==> config.mk <==
export PLATFORM = sky130hd
export DESIGN_NAME = cdb_broadcast
export DESIGN_NICKNAME = d
export VERILOG_FILES = /design/src/rtl/cdb_broadcast_pkg.sv /design/src/rtl/cdb_broadcast_arbiter.sv /design/src/rtl/cdb_broadcast.sv
export SDC_FILE = /design/constraint.sdc
export NUM_CORES = 1
export LEC_CHECK = 0
export ABC_AREA = 1
export CORE_MARGIN = 1
export CORE_UTILIZATION = 52
export CTS_BUF_LIST = sky130_fd_sc_hd__clkbuf_4
export CTS_CLUSTER_SIZE = 30
export DETAILED_ROUTE_END_ITERATION = 6
export GPL_TIMING_DRIVEN = 0
export PLACE_DENSITY = 0.9
export REMOVE_ABC_BUFFERS = 1
export SLEW_MARGIN = 20
export SYNTH_ARGS = -nofsm -noshare
export SYNTH_HDL_FRONTEND = slang
export SYNTH_SLANG_ARGS = --single-unit
==> constraint.sdc <==
create_clock -name clock -period 4.1 [get_ports clock]
set_clock_uncertainty 0.2 [all_clocks]
set_input_delay 0.82 -clock clock [delete_from_list [all_inputs] [get_ports clock]]
set_output_delay 0.82 -clock clock [all_outputs]
set_load 0.005 [all_outputs]
==> src/rtl/cdb_broadcast_pkg.sv <==
// Shared types for the CDB complete stage: holding slot, outgoing CDB packet,
// slot reset value and the pointer-width helper used by the arbiter and the top.
package cdb_broadcast_pkg;

  localparam int CDB_NUM_FU  = 5;
  localparam int CDB_T_IDX_W = 6;

  typedef struct packed {
    logic                   valid;
    logic [CDB_T_IDX_W-1:0] T_idx;
  } CDB_SLOT_t;

  // Same layout the RS, map table and ROB listeners decode.
  typedef struct packed {
    logic [CDB_T_IDX_W-1:0] CDB_T;
    logic                   complete_en;
  } CDB_PACKET_OUT;

  localparam CDB_SLOT_t CDB_SLOT_RESET = '{valid: 1'b0, T_idx: '0};

  function automatic int cdb_ptr_w(input int n);
    return (n > 1) ? $clog2(n) : 1;
  endfunction

endpackage

==> src/rtl/cdb_broadcast_arbiter.sv <==
// Combinational slot picker for the CDB. CDB_ROUND_ROBIN_EN selects round-robin
// starting at rr_ptr_i; otherwise the lowest-index request wins.
module cdb_arbiter
  import cdb_broadcast_pkg::*;
#(
  parameter int NUM_FU = CDB_NUM_FU,
  localparam int PTR_W = cdb_ptr_w(NUM_FU)
) (
  input  logic [NUM_FU-1:0] req_i,
`ifdef CDB_ROUND_ROBIN_EN
  input  logic [PTR_W-1:0]  rr_ptr_i,
  output logic [PTR_W-1:0]  win_idx_o,
`endif
  output logic [NUM_FU-1:0] grant_o
);

  logic found;

`ifdef CDB_ROUND_ROBIN_EN
  logic [PTR_W:0]   sum;
  logic [PTR_W-1:0] idx;

  always_comb begin
    grant_o   = '0;
    win_idx_o = '0;
    found     = 1'b0;
    sum       = '0;
    idx       = '0;
    for (int k = 0; k < NUM_FU; k++) begin
      sum = {1'b0, rr_ptr_i} + (PTR_W+1)'(k);
      if (sum >= (PTR_W+1)'(NUM_FU)) sum = sum - (PTR_W+1)'(NUM_FU);
      idx = sum[PTR_W-1:0];
      if (!found && req_i[idx]) begin
        found        = 1'b1;
        grant_o[idx] = 1'b1;
        win_idx_o    = idx;
      end
    end
  end
`else
  always_comb begin
    grant_o = '0;
    found   = 1'b0;
    for (int i = 0; i < NUM_FU; i++) begin
      if (!found && req_i[i]) begin
        found      = 1'b1;
        grant_o[i] = 1'b1;
      end
    end
  end
`endif

endmodule

==> src/rtl/cdb_broadcast.sv <==
// CDB complete-stage transmitter: one holding slot per FU, one tag broadcast per cycle.
// Arbitration policy lives in cdb_arbiter and is chosen by CDB_ROUND_ROBIN_EN.
module cdb_broadcast
  import cdb_broadcast_pkg::*;
#(
  parameter int NUM_FU  = CDB_NUM_FU,
  parameter int T_IDX_W = CDB_T_IDX_W   // must equal CDB_T_IDX_W; slots use the package struct
) (
  input  logic                      clock,
  input  logic                      reset,
  input  logic                      en,
  input  logic                      flush,
  input  logic [NUM_FU-1:0]         fu_done,
  input  logic [NUM_FU*T_IDX_W-1:0] fu_T_idx,
  output logic [NUM_FU-1:0]         fu_ready,
  output logic [T_IDX_W-1:0]        CDB_T,
  output logic                      complete_en,
  output logic [NUM_FU-1:0]         cdb_grant
);

  localparam int PTR_W = cdb_ptr_w(NUM_FU);

  CDB_SLOT_t     slot_q [NUM_FU];
  CDB_SLOT_t     slot_d [NUM_FU];
  CDB_PACKET_OUT pkt;

  logic [NUM_FU-1:0]  req;
  logic [NUM_FU-1:0]  grant_raw;
  logic [NUM_FU-1:0]  accept;
  logic [T_IDX_W-1:0] t_mux;
  logic               active;

  // Reset is folded in so fu_ready drops with reset, not just at the next edge.
  assign active = reset & en & ~flush;

  always_comb begin
    for (int i = 0; i < NUM_FU; i++) req[i] = slot_q[i].valid;
  end

`ifdef CDB_ROUND_ROBIN_EN
  logic [PTR_W-1:0] rr_q, rr_d, win_idx;

  cdb_arbiter #(.NUM_FU(NUM_FU)) u_arb (
    .req_i     (req),
    .rr_ptr_i  (rr_q),
    .win_idx_o (win_idx),
    .grant_o   (grant_raw)
  );
`else
  cdb_arbiter #(.NUM_FU(NUM_FU)) u_arb (
    .req_i   (req),
    .grant_o (grant_raw)
  );
`endif

  always_comb begin
    t_mux = '0;
    for (int i = 0; i < NUM_FU; i++) begin
      if (grant_raw[i]) t_mux = t_mux | slot_q[i].T_idx;
    end
    pkt.complete_en = active & (|grant_raw);
    pkt.CDB_T       = pkt.complete_en ? t_mux : '0;
  end

  assign complete_en = pkt.complete_en;
  assign CDB_T       = pkt.CDB_T;
  assign cdb_grant   = active ? grant_raw : '0;
  assign fu_ready    = {NUM_FU{active}} & (~req | cdb_grant);
  assign accept      = fu_done & fu_ready;

  always_comb begin
    for (int i = 0; i < NUM_FU; i++) slot_d[i] = slot_q[i];
    if (flush) begin
      for (int i = 0; i < NUM_FU; i++) slot_d[i].valid = 1'b0;
    end else begin
      // A granted slot that accepts in the same cycle is simply reloaded.
      for (int i = 0; i < NUM_FU; i++) begin
        if (accept[i]) begin
          slot_d[i].valid = 1'b1;
          slot_d[i].T_idx = fu_T_idx[i*T_IDX_W +: T_IDX_W];
        end else if (cdb_grant[i]) begin
          slot_d[i].valid = 1'b0;
        end
      end
    end
  end

`ifdef CDB_ROUND_ROBIN_EN
  always_comb begin
    rr_d = rr_q;
    if (pkt.complete_en) begin
      rr_d = (win_idx == PTR_W'(NUM_FU-1)) ? '0 : win_idx + PTR_W'(1);
    end
  end

  always_ff @(posedge clock or negedge reset) begin
    if (!reset) rr_q <= '0;
    else        rr_q <= rr_d;
  end
`endif

  always_ff @(posedge clock or negedge reset) begin
    if (!reset) begin
      for (int i = 0; i < NUM_FU; i++) slot_q[i] <= CDB_SLOT_RESET;
    end else begin
      for (int i = 0; i < NUM_FU; i++) slot_q[i] <= slot_d[i];
    end
  end

endmodule

==> flow_summary.ini <==
[run_status]
status = complete, no violations

[drt]
drcViolationCount = 0
antenna_left = 0
vias = 1741
wire_per_inst_um = 12.57
wirelength_mm = 4.261
viasPerCell = 5.136
dr.pass1.iters = 5
drt_iter0_drc = 88

[layout]
final_core_util = 0.7448
fin_cells = 339
final_cell_area_um2 = 2505
nets = 331
fillers = 288
diodes = 0
drive_gt1_frac = 0.07509
syn_to_final_growth_pct = 36.28

[placed_design]
placed_cell_area_um2 = 2421
port_buffers = 55
dp_cells = 331
dp_hpwl_mm = 3.383
gp_congestion = 0.8549

[clocking]
cts.clk_slew.worst_paths_ns = 0.10
h-tree-depth = 2
clockRootBuffer = clkbuf_4
cts_buffer_depth = 2
clock-sinks = 35
hold_buffers = 0
cts_tree = built
numCtsBuffers = 5
post_cts_buffers = 0
clkLatencyLatePin_ns = 0.33

[grt]
grt.total_usage = 0.2622
antenna_found_initial = 0
grt_first_pass_wirelength_mm = 7.100
grt_pass1_vias = 1635
grt_overflow = 0
grt_max_degree = 27

[die]
initial_core_util = 0.5465
ios = 56
die-area_um2 = 3776
core-area_um2 = 3363
row_count = 21
dieHeight_um = 61.45
die_w_um = 61.45

[pwr]
powerDensity_nw_per_um2 = 340.8
irDropWorstVdd_mv = 0.2187
leakage_nw = 1.223

[sta]
min_period_over_period = 0.9638
hold_viol = 0
rsz0062_at_grt = false
timing.slew.headroom = 0.6660
max_freq_mhz = 253.1
worst_pin_slew_ns = 0.4977
slew_violations = 0
setup_viol = 0
min_period_ns = 3.952

[yosys]
yosys.area.top_type = dfrtp_1
ys_ff_latch = 35
syn_area_um2 = 1838
synth.distinct_cells = 19
ys.flop_type = dfrtp_1
synth_edf_count = 0
async_reset_ff_frac = 1.000
synth_top_area_frac = 0.4765
yosysWarnings = 0
syn_inst = 234
synth_area_leaders = dfrtp_1 48%, nand2_1 17%, nand3_1 12%
yosysMostFrequentCell = nand2_1
yosys-top-cells-count = 82 x nand2_1, 44 x nand3_1, 35 x dfrtp_1
synth_seq_area_share = 0.4765
postSynthAreaPerCell_um2 = 7.855

[critical_path]
path_common_cell = clkdlybuf4s50_1
critPathLaunchType = primary input
worstReg2RegStart = req[0]
critPathSlowestCell = clkdlybuf4s50_1
cp_slowest_stage_delay_ns = 0.52
crit_start = flush
worst_ep_arrival_time_ns = 2.93
endpoint_kind = output pin
worstPathCellList = clkdlybuf4s50_1 -> inv_1 -> nand3_2 -> inv_4 -> o21ai_1 -> nor2_1 -> clkdlybuf4s50_1
crit_type = primary input to output pin
cp.required_ns = 3.08
cp_max_fo = 11

[flow_run]
maxCapViolCount = 0

[hold_path]
hold_class = primary input to async pin
cell usage in the layout (no fill, tap or decap), types with 2 or more instances in the layout:
cell and instances:
a21oi_4 4, clkbuf_4 5, clkdlybuf4s50_1 54, clkinv_1 3, dfrtp_1 35, inv_1 17, nand2_1 82, nand2_4 3
nand3_1 43, nand3_2 3, nand4_1 7, nor2_1 22, o21ai_0 4, o31ai_1 2
worst max-delay path: cells and delay by family:
family                 cells  cell delay (ns)
AO/OA/AOI/OAI              1             0.22
buffers and inverters      4             1.40
AND/OR/NAND/NOR            2             0.49
where the power goes:
part / internal (mW) / switching (mW) / leakage [nW]
Sequential: 0.407 / 0.0436 / 0.445
Clock: 0.125 / 0.111 / 0.0426
Combinational: 0.0804 / 0.0866 / 0.736
final cells by class:
type | instances | area, um2 | share of cell area
Inverter | 20 | 77.57 | 0.03097
Multi-Input combinational cell | 174 | 852.1 | 0.3402
Tap cell | 46 | 57.56 | 0.02298
Clock inverter | 3 | 38.79 | 0.01548
Timing Repair Buffer | 56 | 565.5 | 0.2258
Sequential cell | 35 | 875.8 | 0.3497
Clock buffer | 5 | 37.54 | 0.01499
cell families (layout without fill, tap and decap cells):
group	after synthesis	in the layout	synth area share
AND/OR/NAND/NOR	163	163	0.4037
flip-flops	35	35	0.4765
buffers and inverters	25	84	0.06263
AO/OA/AOI/OAI	11	11	0.05718
final timing paths:
| path | cells past startpoint | slack (ns) | end |
|---|---|---|---|
| max | 7 | 0.15 | CDB_T[5] |
| min | 1 | 0.14 | slot_q[0] |
| max reg2reg | 6 | 2.30 | slot_q[8] |
| min reg2reg | 2 | 0.29 | slot_q[4] |
| max in group asynchronous | 2 | 3.14 | slot_q[31] |
| min in group clock | 2 | 0.29 | slot_q[4] |
registers in the layout, indices dropped and copies added (netlist names):
name,count
req,5
slot_q,30
routing by layer:
| layer | up-vias | GRT usage | share of wire |
|---|---|---|---|
| met2 | 63 | 0.4534 | 0.49 |
| met3 | 6 | 0.05672 | 0.056 |
| met5 | - | 0 | 0 |
| li1 | 873 | - | - |
| met1 | 799 | 0.3311 | 0.44 |
| met4 | 0 | 0.07937 | 0.014 |
what timing repair did:
action / CTS / global route
setup endpoints to repair: 8 / 3
pin swaps: 0 / 0
gates resized for setup: 2 / 1
metrics by stage:
stage	power (mW)	hold slack [ns]	TNS [ns]	worst slack, ns
after global routing	0.9073	0.1376	0	0.03483
after floorplan	0.5335	0.2419	0	1.105
final	0.8537	0.1418	0	0.1485
after global placement	0.6115	0.2540	-30.08	-1.616
after CTS	0.8565	0.1490	0	0.1032
after detailed placement	0.6224	0.2603	-1.763	-0.2866
Power figures use the tool's default switching activity.
